--- src/rtl/ps2_key_decoder.sv ---
// PS/2 scan-code set 2 key decoder: strips E0/F0 prefixes, tracks shift/caps and
// typematic repeats, maps keys to ASCII and queues key events in a valid/ready FIFO.
module ps2_key_decoder #(
  parameter int unsigned DEPTH = 8,
  parameter int unsigned AW    = 3
) (
  input  logic          clk,
  input  logic          reset,
  input  logic [7:0]    scan_code,
  input  logic          scan_valid,
  output logic          ev_valid,
  input  logic          ev_ready,
  output logic [7:0]    ev_code,
  output logic          ev_ext,
  output logic          ev_break,
  output logic          ev_repeat,
  output logic [7:0]    ev_ascii,
  output logic          shift,
  output logic          caps,
  output logic [7:0]    press_count,
  output logic [AW:0]   fifo_level,
  output logic          overflow
);

  localparam int unsigned LW = AW + 1;

  typedef enum logic [1:0] {IDLE, EXT, BRK, EXTBRK} state_e;

  typedef struct packed {
    logic [7:0] code;
    logic       ext;
    logic       brk;
    logic       rep;
    logic [7:0] ascii;
  } event_t;

  state_e        state_q;
  event_t        mem_q [DEPTH];
  logic [AW-1:0] wr_ptr_q, rd_ptr_q;
  logic [LW-1:0] level_q, level_d;
  logic          valid_q;
  logic          shl_q, shr_q, caps_q, ovf_q;
  logic [7:0]    press_q;
  logic [8:0]    last_q;

  logic          is_e0_c, is_f0_c, emit_c, cur_ext_c, cur_brk_c, rep_c, upper_c;
  logic          is_letter_c, full_c, pop_c, push_ok_c, drop_c;
  logic [8:0]    key_c;
  logic [7:0]    raw_c, ascii_c;
  event_t        ev_c;

  // Classify the incoming byte against the pending prefix state
  always_comb begin
    is_e0_c   = (scan_code == 8'hE0);
    is_f0_c   = (scan_code == 8'hF0);
    cur_ext_c = (state_q == EXT) || (state_q == EXTBRK);
    cur_brk_c = (state_q == BRK) || (state_q == EXTBRK);
    emit_c    = scan_valid && !is_e0_c && !is_f0_c;
    key_c     = {cur_ext_c, scan_code};
    rep_c     = !cur_brk_c && (key_c == last_q);
    upper_c   = (shl_q | shr_q) ^ caps_q;
  end

  // Set-2 to ASCII lookup, using shift/caps as they stood before this byte
  always_comb begin
    raw_c = 8'h00;
    case (scan_code)
      8'h1C: raw_c = "a";  8'h32: raw_c = "b";  8'h21: raw_c = "c";  8'h23: raw_c = "d";
      8'h24: raw_c = "e";  8'h2B: raw_c = "f";  8'h34: raw_c = "g";  8'h33: raw_c = "h";
      8'h43: raw_c = "i";  8'h3B: raw_c = "j";  8'h42: raw_c = "k";  8'h4B: raw_c = "l";
      8'h3A: raw_c = "m";  8'h31: raw_c = "n";  8'h44: raw_c = "o";  8'h4D: raw_c = "p";
      8'h15: raw_c = "q";  8'h2D: raw_c = "r";  8'h1B: raw_c = "s";  8'h2C: raw_c = "t";
      8'h3C: raw_c = "u";  8'h2A: raw_c = "v";  8'h1D: raw_c = "w";  8'h22: raw_c = "x";
      8'h35: raw_c = "y";  8'h1A: raw_c = "z";
      8'h45: raw_c = "0";  8'h16: raw_c = "1";  8'h1E: raw_c = "2";  8'h26: raw_c = "3";
      8'h25: raw_c = "4";  8'h2E: raw_c = "5";  8'h36: raw_c = "6";  8'h3D: raw_c = "7";
      8'h3E: raw_c = "8";  8'h46: raw_c = "9";
      8'h29: raw_c = 8'h20;
      8'h5A: raw_c = 8'h0D;
      8'h66: raw_c = 8'h08;
      default: raw_c = 8'h00;
    endcase
    is_letter_c = (raw_c >= "a") && (raw_c <= "z");
    if (cur_ext_c || cur_brk_c) begin
      ascii_c = 8'h00;
    end else if (is_letter_c && upper_c) begin
      ascii_c = raw_c - 8'h20;
    end else begin
      ascii_c = raw_c;
    end
    ev_c = '{code: scan_code, ext: cur_ext_c, brk: cur_brk_c, rep: rep_c, ascii: ascii_c};
  end

  // FIFO push/pop arbitration; a full FIFO still accepts a push if it pops the same cycle
  always_comb begin
    pop_c     = valid_q && ev_ready;
    full_c    = (level_q == LW'(DEPTH));
    push_ok_c = emit_c && (!full_c || pop_c);
    drop_c    = emit_c && full_c && !pop_c;
    level_d   = level_q + LW'(push_ok_c) - LW'(pop_c);
  end

  always_ff @(posedge clk) begin
    if (reset) begin
      state_q  <= IDLE;
      wr_ptr_q <= '0;
      rd_ptr_q <= '0;
      level_q  <= '0;
      valid_q  <= 1'b0;
      shl_q    <= 1'b0;
      shr_q    <= 1'b0;
      caps_q   <= 1'b0;
      ovf_q    <= 1'b0;
      press_q  <= 8'h00;
      last_q   <= 9'h000;
      for (int unsigned i = 0; i < DEPTH; i++) mem_q[i] <= '0;
    end else begin
      if (scan_valid) begin
        case (state_q)
          IDLE:    state_q <= is_e0_c ? EXT : (is_f0_c ? BRK : IDLE);
          EXT:     state_q <= is_f0_c ? EXTBRK : (is_e0_c ? EXT : IDLE);
          BRK:     state_q <= is_f0_c ? BRK : (is_e0_c ? EXTBRK : IDLE);
          EXTBRK:  state_q <= (is_e0_c || is_f0_c) ? EXTBRK : IDLE;
          default: state_q <= IDLE;
        endcase
      end

      if (push_ok_c) begin
        mem_q[wr_ptr_q] <= ev_c;
        wr_ptr_q        <= wr_ptr_q + AW'(1);
      end
      if (pop_c) rd_ptr_q <= rd_ptr_q + AW'(1);
      level_q <= level_d;
      valid_q <= (level_d != '0);
      if (drop_c) ovf_q <= 1'b1;

      // Key state tracks every decoded event, including dropped ones
      if (emit_c) begin
        if (!cur_brk_c) begin
          if (!rep_c) begin
            press_q <= press_q + 8'd1;
            last_q  <= key_c;
            if (!cur_ext_c && scan_code == 8'h58) caps_q <= ~caps_q;
          end
          if (!cur_ext_c && scan_code == 8'h12) shl_q <= 1'b1;
          if (!cur_ext_c && scan_code == 8'h59) shr_q <= 1'b1;
        end else begin
          if (key_c == last_q) last_q <= 9'h000;
          if (!cur_ext_c && scan_code == 8'h12) shl_q <= 1'b0;
          if (!cur_ext_c && scan_code == 8'h59) shr_q <= 1'b0;
        end
      end
    end
  end

  assign ev_valid    = valid_q;
  assign ev_code     = mem_q[rd_ptr_q].code;
  assign ev_ext      = mem_q[rd_ptr_q].ext;
  assign ev_break    = mem_q[rd_ptr_q].brk;
  assign ev_repeat   = mem_q[rd_ptr_q].rep;
  assign ev_ascii    = mem_q[rd_ptr_q].ascii;
  assign shift       = shl_q | shr_q;
  assign caps        = caps_q;
  assign press_count = press_q;
  assign fifo_level  = level_q;
  assign overflow    = ovf_q;

endmodule

--- config.mk ---
export PLATFORM = sky130hd
export DESIGN_NAME = ps2_key_decoder
export DESIGN_NICKNAME = d
export VERILOG_FILES = /design/src/rtl/ps2_key_decoder.sv
export SDC_FILE = /design/constraint.sdc
export NUM_CORES = 1
export LEC_CHECK = 0
export ABC_AREA = 1
export CORE_MARGIN = 3
export CORE_UTILIZATION = 25
export CTS_CLUSTER_SIZE = 16
export DETAILED_ROUTE_END_ITERATION = 16
export HOLD_SLACK_MARGIN = 0.03
export PLACE_DENSITY = 0.37
export SETUP_SLACK_MARGIN = 0.02
export SYNTH_ARGS = -nofsm -noshare
export SYNTH_HDL_FRONTEND = slang
export SYNTH_SLANG_ARGS = --single-unit
--- constraint.sdc ---
create_clock -name clk -period 2.91 [get_ports clk]
set_input_delay 0.873 -clock clk [delete_from_list [all_inputs] [get_ports clk]]
set_output_delay 0.873 -clock clk [all_outputs]
set_load 0.005 [all_outputs]
* Word-level counts from Yosys, hierarchy flattened *
Memories as Yosys holds them, arrays and structs flattened. A register that Yosys moved wholly into a read port is not among the register bits.
Cells that the tools add are included.

storage, ports and cells
  bits in registers = 34
  RAM bits = 152
  ROM bits = 896
  bits of input ports = 12
  output and inout port bits = 35
  memories = 2

memory list
  name             depth  width  rd ports  clocked after memory_dff  wr ports  RTL line  source
  (no name shown)  128    7      1         0                         0         67        case (scan_code)
  mem_q            8      19     1         1                         8         38        event_t mem_q [DEPTH];

cells by class
  add/subtract/negate cells = 6
  $lt $le $gt $ge = 2
  equal/unequal tests = 12
  mux-type cells = 30
  bitwise gates (word level) = 5
  reductions and logical operators = 31

operators by type and width
  cell                                                                                 count
  9-bit 2-to-1 mux                                                                     3
  8-bit 2-to-1 mux                                                                     3
  19-bit 2-to-1 mux                                                                    1
  19-bit OR reduction                                                                  1
  8-bit by 7-bit equality test with 1-bit output, second input constant                2
  8-bit equality test, second input constant                                           2
  1-bit 2-to-1 mux                                                                     13
  1-bit logical AND                                                                    12
  2-bit 2-to-1 mux                                                                     6
  9-bit equality test                                                                  1
  3-bit 2-to-1 mux                                                                     3
  8-bit by 1-bit adder with 8-bit output, second input constant                        1
  8-bit by 5-bit equality test with 1-bit output, second input constant                1
  8-bit by 7-bit greater-or-equal comparator with 1-bit output, second input constant  1
  8-bit by 7-bit <= comparator with 1-bit output, second input constant                1
  2-bit one-hot mux with 4 select lines                                                1
  8-bit by 6-bit subtractor with 8-bit output, second input constant                   1
  3-bit by 1-bit adder with 3-bit output, second input constant                        2
  1-bit logical NOT                                                                    6
  3-bit AND reduction                                                                  2
  1-bit logical OR                                                                     5
  4-bit by 1-bit adder with 4-bit output                                               1
  2-bit equality test, second input constant                                           2
  4-bit equality test, second input constant                                           1
  11 further kinds                                                                     14

* Depth between registers and ports, before layout *
  word-level depth = 10
  gate-level depth with buffers = 17

* Least setup slack after synthesis *
Ideal clock, no wire load.

  kind = input -> register
  from = in scan_code[0]
  to = reg valid_q (netlist: ev_valid)
  setup time = 0.140 ns
  data arrival time = 2.956 ns
  required time = 2.770 ns
  slack = -0.186 ns
  cell stages on the path = 16
  path buffers = 1
  cell sequence = inv_2 -> buf_2 -> ha_1 -> nand2_1 -> nor3_4 -> nand2_2 -> nand2_4 -> nor2_4 -> inv_4 -> ha_1 -> inv_1 -> ha_1 -> inv_1 -> fa_1 -> xor2_1 -> a41oi_1

on the way
  cells in the longest elaborated chain, start to end = 8
  elaborated cells between the ends (all ways) = 10

RTL lines
  item                                           RTL line  source
  start, declared                                9         input logic [7:0] scan_code,
  8-bit equality test                            54        is_e0_c = (scan_code == 8'hE0);
  1-bit logical NOT                              58        emit_c = scan_valid && !is_e0_c && !is_f0_c;
  1-bit logical AND                              58
  1-bit logical AND *                            58
  1-bit logical AND *                            98        push_ok_c = emit_c && (!full_c || pop_c);
  4-bit by 1-bit adder with 4-bit output *       100       level_d = level_q + LW'(push_ok_c) - LW'(pop_c);
  4-bit by 1-bit subtractor with 4-bit output *  100
  4-bit nonzero test *                           134       valid_q <= (level_d != '0);
  end signal, assigned                           134
  end, declared                                  41        logic valid_q;

Mark *: on every way between the ends. The rest lies on a longest branch, timed or not.
A chain may end at the register's enable or synchronous reset.

==> impl_metrics.prom <==
# TYPE chip_impl_metric gauge
chip_impl_metric{name="grt_pass1_wl",unit="µm"} 43800
chip_impl_metric{name="via_count",unit=""} 7480
chip_impl_metric{name="drt-total-wl",unit="µm"} 28350
chip_impl_info{name="clock-root-buffer",value="sky130_fd_sc_hd__clkbuf_16"} 1
chip_impl_metric{name="synth-async-reset-ratio",unit="%"} 0
chip_impl_metric{name="fin_tns_setup",unit="ns"} 0
chip_impl_metric{name="ir_drop",unit="mV"} 0.4194
chip_impl_metric{name="die_width",unit="µm"} 200.0
chip_impl_metric{name="timing.final.max_slew_violations",unit=""} 0
chip_impl_metric{name="placement_rows",unit=""} 70
chip_impl_metric{name="detailedRoute.firstIterationViolations",unit=""} 360
chip_impl_info{name="ys.flop_type",value="sky130_fd_sc_hd__edfxtp_1"} 1
chip_impl_metric{name="setup_violations",unit=""} 0
chip_impl_metric{name="max_slew.worst_pin.slew",unit="ns"} 0.5273
chip_impl_metric{name="overflow",unit=""} 0
chip_impl_metric{name="worst_skew_pair.late_latency",unit="ns"} 0.44
chip_impl_metric{name="syn-instance-count",unit=""} 1037
chip_impl_metric{name="maxCapViolCount",unit=""} 0
chip_impl_metric{name="antenna_left",unit=""} 0
chip_impl_metric{name="cts_hold_buf",unit=""} 0
chip_impl_metric{name="syn-cell-area",unit="µm²"} 9407
chip_impl_metric{name="synth-seq-cells",unit=""} 189
chip_impl_metric{name="data_arrival_critical_path",unit="ns"} 1.95
chip_impl_metric{name="numCtsBuffers",unit=""} 17
chip_impl_metric{name="finalHoldViolCount",unit=""} 0
chip_impl_metric{name="port_buffers",unit=""} 46
chip_impl_metric{name="synth_enable_flop_cells",unit=""} 152
chip_impl_info{name="setup.worst_path.start_class",value="register"} 1
chip_impl_metric{name="portion_of_synthesized_cell_area_occupied_by_the_leading_cell_type",unit="%"} 48.52
chip_impl_metric{name="post_route_cells_drive_above_1_share",unit="%"} 20.86
chip_impl_metric{name="grt_usage",unit="%"} 14.57
chip_impl_metric{name="area_of_the_die",unit="µm²"} 39990
chip_impl_metric{name="synth.avg_cell_area",unit="µm²"} 9.071
chip_impl_metric{name="clk_pin_slew",unit="ns"} 0.07
chip_impl_metric{name="antenna_cells_inserted",unit=""} 0
chip_impl_metric{name="grt_pass1_vias",unit=""} 7602
chip_impl_metric{name="slew_headroom",unit="%"} 64.72
chip_impl_metric{name="clock-skew-final",unit="ns"} 0.01389
chip_impl_info{name="final_common_cell",value="sky130_fd_sc_hd__nor2_1"} 1
chip_impl_metric{name="clkSinkCount",unit=""} 189
chip_impl_metric{name="path_max_fanout",unit=""} 15
chip_impl_metric{name="number_of_primary_i_o_pins",unit=""} 47
chip_impl_metric{name="place.detailed.hpwl",unit="µm"} 19040
chip_impl_info{name="tritoncts",value="done"} 1
chip_impl_info{name="netlist.top_cell.by_area",value="sky130_fd_sc_hd__edfxtp_1"} 1
chip_impl_info{name="synthTopCellsByArea",value="sky130_fd_sc_hd__edfxtp_1 49%, sky130_fd_sc_hd__nor2_1 13%, sky130_fd_sc_hd__dfxtp_1 7.9%"} 1
chip_impl_metric{name="core_region_area",unit="µm²"} 36870
chip_impl_metric{name="detail_route.wl_per_cell",unit="µm"} 16.80
chip_impl_metric{name="finalCoreUtilization",unit="%"} 33.35
chip_impl_metric{name="powerDensity",unit="nW/µm²"} 654.1
chip_impl_metric{name="place_congestion",unit=""} 0.8829
chip_impl_metric{name="timing.hold.ws",unit="ns"} 0.4650
chip_impl_metric{name="grt_max_degree",unit=""} 39
chip_impl_metric{name="initial_antenna_violation_count",unit=""} 0
chip_impl_metric{name="dp.cells",unit=""} 1647
chip_impl_metric{name="finalNonFillerCells",unit=""} 1688
chip_impl_metric{name="max_fclk",unit="MHz"} 354.1
chip_impl_metric{name="htreeDepth",unit=""} 4
chip_impl_metric{name="die-height",unit="µm"} 200.0
chip_impl_info{name="mostFrequentLayoutCells",value="321 x sky130_fd_sc_hd__nor2_1, 152 x sky130_fd_sc_hd__edfxtp_1, 112 x sky130_fd_sc_hd__nand2_1"} 1
chip_impl_info{name="result_of_the_run",value="finished, final reports clean"} 1
chip_impl_info{name="endpoint_kind",value="primary output"} 1
chip_impl_metric{name="final_period_minus_worst_setup_slack",unit="ns"} 2.824
chip_impl_metric{name="crit_required",unit="ns"} 2.04
chip_impl_metric{name="syn_nets",unit=""} 1068
chip_impl_metric{name="power.leakage",unit="nW"} 4.841
chip_impl_metric{name="detail_route.first_pass.iterations",unit=""} 5
chip_impl_metric{name="yosys_warnings",unit=""} 0
chip_impl_info{name="holdCritPathClass",value="reg2reg"} 1
chip_impl_metric{name="layout-area-overhead-vs-synth",unit="%"} 30.73
chip_impl_metric{name="cts.path.max_buffers",unit=""} 2
chip_impl_info{name="rsz0062_at_grt",value="true"} 1
chip_impl_metric{name="portion_of_the_clock_cycle_consumed_by_the_worst_path_in_the_final_layout",unit="%"} 97.05
chip_impl_metric{name="portion_of_the_post_synthesis_area_used_by_sequential_elements",unit="%"} 56.40
chip_impl_metric{name="finalNetCount",unit=""} 1202
chip_impl_metric{name="drt_drc_violations_left",unit=""} 0
chip_impl_metric{name="post_synth_num_cell_types",unit=""} 46
chip_impl_info{name="crit_type",value="reg2out"} 1
chip_impl_metric{name="per_cell_via_count_in_the_routed_design",unit=""} 4.431
chip_impl_metric{name="floorplan.initialDensity",unit="%"} 25.51
-- per-layer routing --
layer  track usage [%]  up-vias  wire length [µm]
met5                 0        -                 0
met4             4.161        0               451
met3             2.350       25               613
met2             25.55       83             14180
met1             18.61     3627             13110
li1                  -     3745                 -
-- cells by family (layout without fill, tap and decap cells) --
| kind of cell | after synthesis | count (layout) | share of synthesized area (%) |
|---|---|---|---|
| xor gates and xnor gates | 13 | 13 | 1.210 |
| DFF | 189 | 189 | 56.40 |
| adders and majority gates | 19 | 19 | 2.607 |
| AOI/OAI and AO/OA | 173 | 173 | 10.23 |
| buffers and inverters | 126 | 273 | 6.358 |
| and+or+nand+nor | 517 | 517 | 23.20 |
-- power by group --
part	internal, mW	total [mW]	switching [mW]
Combinational	1.03	2.28	1.25
Sequential	3.11	3.21	0.105
Clock	1.39	2.55	1.16
-- stage by stage --
stage | power (mW) | instance area, µm² | worst slack, ns
after floorplan | 4.409 | 9513 | -0.03004
after CTS | 8.108 | 12210 | -0.004154
after detailed placement | 5.525 | 11440 | -0.5108
after global routing | 8.479 | 12300 | -0.003242
after global placement | 5.533 | 11440 | -0.5359
final | 8.044 | 12300 | 0.08578
-- what timing repair did --
| action | 4_1_cts | 5_1_grt |
|---|---|---|
| setup buffers | 6 | 2 |
| resized for setup | 70 | 37 |
| setup endpoints to repair | 53 | 37 |
| endpoints found under the hold margin | 0 | 0 |
| pin swaps | 21 | 8 |
| cloned | 1 | 0 |
-- critical path: stages, from the launching register on --
cell,delay (ns)
sky130_fd_sc_hd__dfxtp_4,0.40
sky130_fd_sc_hd__inv_6,0.11
sky130_fd_sc_hd__buf_12,0.16
sky130_fd_sc_hd__nor2_1,0.06
sky130_fd_sc_hd__o22ai_1,0.22
sky130_fd_sc_hd__nor2_1,0.07
sky130_fd_sc_hd__a31oi_1,0.23
sky130_fd_sc_hd__clkdlybuf4s15_1,0.25
-- worst paths after layout --
check | from | endpoint | slack [ns] | cells past startpoint
setup / recovery | register | ev_code[1] | 0.09 | 7
hold / removal | overflow | overflow | 0.46 | 2
hold reg to reg | overflow | overflow | 0.46 | 2
setup reg to reg | fifo_level[2] | ev_valid | 0.61 | 15
-- state kept, by name, indices dropped and copies added, names as in the netlist, named ones only --
signal,flops
last_q,9
overflow,1
shr_q,1
caps,1
wr_ptr_q,3
fifo_level,4
shl_q,1
state_q,2
rd_ptr_q,3
press_count,8
mem_q,152
ev_valid,1
-- cell usage after synthesis, types with 5 or more instances --
cell	number
sky130_fd_sc_hd__nand2_1	114
sky130_fd_sc_hd__xnor2_1	5
sky130_fd_sc_hd__o21ai_0	92
sky130_fd_sc_hd__dfxtp_1	37
sky130_fd_sc_hd__ha_1	18
sky130_fd_sc_hd__a31oi_1	20
sky130_fd_sc_hd__nand3_1	30
sky130_fd_sc_hd__o22ai_1	19
sky130_fd_sc_hd__inv_1	52
sky130_fd_sc_hd__xor2_1	8
sky130_fd_sc_hd__nor2_4	6
sky130_fd_sc_hd__a21oi_1	27
sky130_fd_sc_hd__nor4_1	5
sky130_fd_sc_hd__edfxtp_1	152
sky130_fd_sc_hd__inv_2	5
sky130_fd_sc_hd__buf_4	21
sky130_fd_sc_hd__nor2_1	327
sky130_fd_sc_hd__clkbuf_1	34
sky130_fd_sc_hd__buf_2	6
sky130_fd_sc_hd__nand3b_1	9
sky130_fd_sc_hd__nand2_2	7
-- layout make-up --
| class | count | area, µm² |
|---|---|---|
| Clock buffer | 17 | 425.4 |
| Tap cell | 504 | 630.6 |
| Multi-Input combinational cell | 722 | 3702 |
| Fill cell | 3863 | 24580 |
| Sequential cell | 189 | 5313 |
| Clock inverter | 15 | 198.9 |
| Timing Repair Buffer | 180 | 1770 |
| Inverter | 61 | 256.5 |
Power figures use the tool's default switching activity.
